$ cat config.mk
export PLATFORM = sky130hd
export DESIGN_NAME = pl_adc
export DESIGN_NICKNAME = d
export VERILOG_FILES = /design/src/rtl/pl_adc_pkg.sv /design/src/rtl/pl_adc_edge_det.sv /design/src/rtl/pl_adc.sv
export SDC_FILE = /design/constraint.sdc
export NUM_CORES = 1
export LEC_CHECK = 0
export CAP_MARGIN = 20
export CORE_MARGIN = 1
export CORE_UTILIZATION = 25
export DETAILED_ROUTE_END_ITERATION = 8
export PLACE_DENSITY = 0.46
export SYNTH_ARGS = -nofsm -noshare
export SYNTH_HDL_FRONTEND = slang
export SYNTH_SLANG_ARGS = --single-unit
$ cat constraint.sdc
create_clock -name i_CMOS_Clk -period 1.8 [get_ports i_CMOS_Clk]
set_input_delay 0.36 -clock i_CMOS_Clk [delete_from_list [all_inputs] [get_ports i_CMOS_Clk]]
set_output_delay 0.36 -clock i_CMOS_Clk [all_outputs]
set_load 0.03 [all_outputs]
$ cat src/rtl/pl_adc_pkg.sv
// pl_adc_pkg: shared constants for the pl_adc capture/averaging front end.
// Holds the default parameter values, the FSM state encoding and a small
// width helper used to size the down-counter.
package pl_adc_pkg;

   // Default configuration
   localparam int DEF_DATA_W     = 14;
   localparam int DEF_SETTLE_CYC = 2;
   localparam int DEF_AVG_LOG2   = 2;

   // FSM state encoding, kept as plain constants for legacy tools
   typedef logic [1:0] state_t;
   localparam state_t ST_IDLE   = 2'd0;
   localparam state_t ST_SETTLE = 2'd1;
   localparam state_t ST_ACQ    = 2'd2;
   localparam state_t ST_DONE   = 2'd3;

   // Bits needed to hold values 0..max_val, never less than one bit
   function automatic int cnt_width(input int max_val);
      int w;
      w = $clog2(max_val + 1);
      return (w < 1) ? 1 : w;
   endfunction

endpackage

$ cat src/rtl/pl_adc_edge_det.sv
// pl_adc_edge_det: registers the work request and flags its low-to-high
// transition. The flag is combinational so the FSM acts on the same edge
// that first sees the request high.
module pl_adc_edge_det (
   input  logic clk,
   input  logic rst_n,
   input  logic din,
   output logic rise
);

   logic w_q;

   // Previous value of the request, used as the reference for the edge
   always_ff @(posedge clk or negedge rst_n) begin
      // NOTE: registered state always uses non-blocking assignment so every
      // flop samples the pre-edge values and simulation matches hardware.
      if (!rst_n) w_q <= 1'b0;
      else        w_q <= din;
   end

   assign rise = din & ~w_q;

endmodule

$ cat src/rtl/pl_adc.sv
// pl_adc: capture and averaging front end for a parallel CMOS-output ADC.
// A rising edge on i_ADC_Work discards SETTLE_CYC cycles, then sums
// 2^AVG_LOG2 registered samples and publishes the truncated mean together
// with a one-cycle done pulse.
// Build option: define PL_ADC_AVG_EN to enable averaging; without it
// AVG_LOG2 is forced to 0 and a single sample is returned.
module pl_adc
   import pl_adc_pkg::*;
#(
   parameter int DATA_W     = DEF_DATA_W,
   parameter int SETTLE_CYC = DEF_SETTLE_CYC,
   parameter int AVG_LOG2   = DEF_AVG_LOG2
) (
   input  logic              i_CMOS_Clk,
   input  logic              i_Rst_n,
   input  logic [DATA_W-1:0] i_CMOS_Data,
   input  logic              i_ADC_Work,
   output logic [DATA_W-1:0] o_CMOS_Data,
   output logic              o_ADC_Done
);

`ifdef PL_ADC_AVG_EN
   localparam bit AVG_ON = 1'b1;
`else
   localparam bit AVG_ON = 1'b0;
`endif

   // Effective averaging exponent; the accumulator is exactly wide enough
   // for 2^AVG_EFF full-scale samples, so the sum cannot wrap.
   localparam int AVG_EFF = AVG_ON ? AVG_LOG2 : 0;
   localparam int N_SAMP  = 1 << AVG_EFF;
   localparam int ACC_W   = DATA_W + AVG_EFF;
   localparam int CNT_MAX = (SETTLE_CYC > N_SAMP) ? SETTLE_CYC - 1 : N_SAMP - 1;
   localparam int CNT_W   = cnt_width(CNT_MAX);

   logic [DATA_W-1:0] d_q;
   logic [ACC_W-1:0]  acc;
   logic [CNT_W-1:0]  cnt;
   state_t            state;
   logic              trig;

   pl_adc_edge_det u_edge_det (
      .clk   (i_CMOS_Clk),
      .rst_n (i_Rst_n),
      .din   (i_ADC_Work),
      .rise  (trig)
   );

   // Input register: every sample used by the accumulator is one edge old
   always_ff @(posedge i_CMOS_Clk or negedge i_Rst_n) begin
      if (!i_Rst_n) d_q <= '0;
      else          d_q <= i_CMOS_Data;
   end

   // Conversion FSM with shared down-counter, accumulator and result register
   always_ff @(posedge i_CMOS_Clk or negedge i_Rst_n) begin
      if (!i_Rst_n) begin
         state       <= ST_IDLE;
         cnt         <= '0;
         acc         <= '0;
         o_CMOS_Data <= '0;
         o_ADC_Done  <= 1'b0;
      end else begin
         o_ADC_Done <= 1'b0;
         case (state)
            ST_IDLE: begin
               if (trig) begin
                  cnt   <= CNT_W'(SETTLE_CYC - 1);
                  acc   <= '0;
                  state <= ST_SETTLE;
               end
            end
            ST_SETTLE: begin
               if (cnt == '0) begin
                  cnt   <= CNT_W'(N_SAMP - 1);
                  state <= ST_ACQ;
               end else begin
                  cnt <= cnt - 1'b1;
               end
            end
            ST_ACQ: begin
               acc <= acc + ACC_W'(d_q);
               if (cnt == '0) state <= ST_DONE;
               else           cnt   <= cnt - 1'b1;
            end
            ST_DONE: begin
               // Truncating mean; a trigger arriving now is deliberately dropped
               o_CMOS_Data <= DATA_W'(acc >> AVG_EFF);
               o_ADC_Done  <= 1'b1;
               state       <= ST_IDLE;
            end
            default: state <= ST_IDLE;
         endcase
      end
   end

endmodule

# After elaboration in Yosys (flattened, before gate mapping)
# Index checks and enable logic that the tools add are counted.
[classes]
addsub = 2
n_eq_ne = 6
muxes = 10
n_bitwise = 2
n_reduce_logical = 7
[op_table]
columns = ["cell", "n"]
rows = [
  ["14-bit one-hot mux with 2 select lines", 1],
  ["14-bit adder", 1],
  ["14-bit 2-to-1 mux", 1],
  ["2-bit one-hot mux with 4 select lines", 1],
  ["2-bit 2-to-1 mux", 3],
  ["2-bit != test, second input constant", 3],
  ["2-bit equality test, second input constant", 2],
  ["2-bit AND reduction", 2],
  ["2-bit nonzero test", 2],
  ["1-bit 2-to-1 mux", 3],
  ["3-bit AND reduction", 1],
  ["2-bit by 1-bit equality test with 1-bit output, second input constant", 1],
  ["2-bit zero test", 1],
  ["1-bit one-hot mux with 2 select lines", 1],
  ["2-bit OR reduction", 1],
  ["1-bit AND", 1],
  ["1-bit inverter", 1],
  ["1-bit subtractor, second input constant", 1],
]
[word_totals]
regBits = 47
inputBits = 17
out_inout_bits = 15
word_cells = 34

# Longest topological paths before layout
[logic_depth]
word_depth = 4
ltp_mapped = 10
depth_no_buf = 10

# Cells and area by module
# Synthesis repeated with hierarchy kept, for this count alone.
[unflattened]
hier_cells = 195
area_unflattened_um2 = 2287.2
[modules_own_cells]
columns = ["module", "n_inst", "cells_per_inst", "area_per_inst_um2", "seq_area_each_um2"]
rows = [
  ["pl_adc", 1, 193, 2248.4, 1151.1],
  ["pl_adc_edge_det", 1, 2, 38.8, 25.0],
]

# Least setup slack after synthesis
# No wires, ideal clock.
[synth_path]
path_type = "register to register"
startpoint = "reg acc[0]"
endpoint = "reg acc[12]"
setup_time_ns = 0.130
arrival_time_ns = 1.815
required_ns = 1.670
setup_slack_ns = -0.145
path_stages_with_launch = 11
n_path_buf = 0
synth_period_minus_slack_ns = 1.945
cell_sequence = "dfrtp_1 -> ha_1 -> inv_1 -> fa_1 -> nand2b_1 -> a21oi_2 -> nor4_2 -> o31ai_2 -> a21oi_2 -> xor2_1 -> o21ai_1"
[synth_between]
elab_chain_cells = 2
[synth_lines]
columns = ["element", "line_no", "rtl"]
rows = [
  ["start, declared", "pl_adc.sv:37", "logic [ACC_W-1:0] acc;"],
  ["start signal, assigned", "pl_adc.sv:82", "acc <= acc + ACC_W'(d_q);"],
  ["14-bit adder", "pl_adc.sv:82", ""],
  ["14-bit one-hot mux with 2 select lines", "pl_adc.sv:65", "case (state)"],
]
# No other way between the ends.
# A chain may end at the register's enable or synchronous reset.

# Final worst setup path
# Same ends and word-level chain as after synthesis.

==> metrics.txt <==
Max rail drop VDD=513 µV; min Tclk post-route=2.00 ns; Clock Tree Root=clkbuf_8; status=finished with violations; Startpoint Class=flip-flop; CP Max Fanout=3; maximum clock rate=around 0.5 GHz; DRC violation count after routing=0; DR pass1 iterations=4; Setup violations, final=6; Tot Pwr=0.00555 W; #FFs+latches synth=47; Layout Cells excl Fill=378; critical path type=reg2reg; n_diodes=0; row cnt=34; RD Place Congestion=~0.76; Cells after DPL=around 360; flop2flop setup slack=-0.20 ns; WP data required=~2 ns; pre-CTS WS=-0.196 ns; Initial Utilization=0.257; Tightest Pin Transition=~0.32 ns; drt wl/cell=12.9 µm; die width=approximately 97 µm; Max-Slew Margin vs Limit=0.788; Buf/Inv on CP=1; Syn Area/Cell=about 12 µm²; Layout Nets=305; final worst path period share=1.11; Synthesis Warnings=0; RSZ-0062 raised after global routing=true; worst-case hold slack=0.0444 ns; CTS buffer count=5; CTS tree=built; Leak=between 1 and 1.5 nW; register area share after synthesis=0.527; number of flops mapped to enable cells by yosys=0; Die Area=9320 µm²; pin count of the biggest net entering global routing=25; critical path arrival=2.22 ns; commonest non-fill, non-tap cell in the layout=dfrtp_1; MaxCap Viol Count=0; failing checks=negative setup slack; IO Pins=32; PnR worst setup slack=-0.201 ns; Synth cell types=42; Hold Path Class=in2async; Final Hold Viols=0; GRT Residual Overflow=0; Post-Syn Instances=~190; CTS H-tree lvls=2; share of cells above drive strength 1=0.352; max-slew violation count=0; crit-path leading delay family=compound AO/OA/AOI/OAI gates; worst-path cell chain=ha_2, inv_2, fa_2, nand2b_4, a21oi_4, nor4_4, o31ai_2, a21oi_2, xor2_1, o21ai_1; clk buf depth=2; Mapped Nets=228; antenna viol nets, final=0; vias per cell=4.43; Clock Skews=0.00988 ns; HPWL after DPL=3570 µm; first-pass GRT wire length=8050 µm; Clock Sinks=47; Layout Area Growth over Synthesis=47.2%; Buffers on Ports=31; latest clock arrival within the worst-skew pair=0.29 ns; 1st-iter DRT viols=34; asr flop ratio synth=1.00; final WL=4880 µm; commonest non-fill, non-tap cells in the layout=dfrtp_1 (47), buf_4 (39), clkdlybuf4s50_1 (30), nand2_1 (20), mux2_2 (14); PwrDens=1690 nW/µm²; Synth Flop Type=dfrtp_1; CP max-delay cell=dfrtp_1; Die Y=96.5 µm; CP endpoint kind=flip-flop; Total GRT Usage=0.115; Core ar.=8680 µm²; vias in the first global route=1662; initial antenna violation count=0; Reg clk slew, reported paths=0.09 ns; CP peak stage delay=0.36 ns; Vias=about 1700; Synth Cell Area=2230 µm²
## cells in the mapped netlist, types with 2 or more instances
| master | count | area share |
|---|---|---|
| a21o_1 | 3 | 0.010 |
| a21oi_1 | 5 | 0.011 |
| a21oi_2 | 4 | 0.016 |
| clkbuf_1 | 3 | 0.0050 |
| dfrtp_1 | 47 | 0.53 |
| ha_1 | 18 | 0.10 |
| inv_1 | 8 | 0.013 |
| mux2_2 | 14 | 0.071 |
| nand2_1 | 21 | 0.035 |
| nand2b_1 | 4 | 0.011 |
| nand3_1 | 3 | 0.0067 |
| nand4_1 | 2 | 0.0056 |
| nor2_1 | 5 | 0.0084 |
| nor3_1 | 2 | 0.0045 |
| o21ai_0 | 11 | 0.025 |
| o21ai_1 | 9 | 0.020 |
| xnor2_1 | 5 | 0.020 |
| xor2_1 | 4 | 0.016 |
## area by class of cell
type	count	area, µm²
Clock buffer	7	76.3
Clock inverter	1	5.00
Fill cell	886	5390
Inverter	8	30.0
Multi-Input combinational cell	134	1230
Sequential cell	47	1180
Tap cell	108	135
Timing Repair Buffer	73	632
## what timing repair did
item	CTS	global route
endpoints found under the setup margin	7	9
pin swaps	10	18
resized for setup	11	25
setup buffers	6	8
hold endpoints to repair	0	0
hold buffers	0	0
## registers in the layout (all words and copies together), names as in the netlist
signal and count:
acc 14, cnt 1, d_q 14, o_ADC_Done 1, o_CMOS_Data 14, state 2
u_edge_det.w_q 1
## power breakdown
part | internal [W] | total [W] | leakage [nW] | switching, W
registers | 0.00140 | 0.00164 | 0.582 | 0.000234
clock network | 0.000273 | 0.000617 | 0.0422 | 0.000343
logic | 0.00171 | 0.00329 | 0.817 | 0.00159
total | 0.00338 | 0.00555 | 1.44 | 0.00216
## metrics by stage
stage	cell area [µm²]	utilization	TNS (ns)
global route	3290	0.379	-1.25
global placement	2920	0.336	-0.600
finish	3290	0.379	-0.627
CTS	3130	0.361	-0.701
detailed placement	2920	0.336	-0.612
floorplan	2250	-	-0.0410
## path summary, 6_finish.rpt
check / start / end / cells after the start
setup / recovery: acc[0] / acc[12] / 10
hold / removal: i_Rst_n / d_q[5] / 2
setup reg to reg: acc[0] / acc[12] / 10
hold reg to reg: o_CMOS_Data[6] / o_CMOS_Data[6] / 1
max in group asynchronous: i_Rst_n / o_ADC_Done / 2
min in group i_CMOS_Clk: i_CMOS_Data[5] / d_q[5] / 1
## metal layers
layer,global-route usage,vias up,share of wire
met5,0,-,0
met4,0.0331,0,0.011
met3,0.0227,5,0.035
met2,0.192,25,0.47
met1,0.150,811,0.49
li1,-,833,-
## logic make-up (layout without fill, tap and decap cells)
| family | Yosys count | in the layout | share of synthesized area |
|---|---|---|---|
| xor+xnor | 9 | 9 | 0.0353 |
| fa+ha+maj | 19 | 19 | 0.110 |
| buf+inv | 11 | 89 | 0.0185 |
| compound gates | 44 | 44 | 0.129 |
| simple gates | 47 | 47 | 0.105 |
| flops | 47 | 47 | 0.527 |
| mux | 15 | 15 | 0.0751 |
Note: power is estimated with default switching activity, not from simulation.
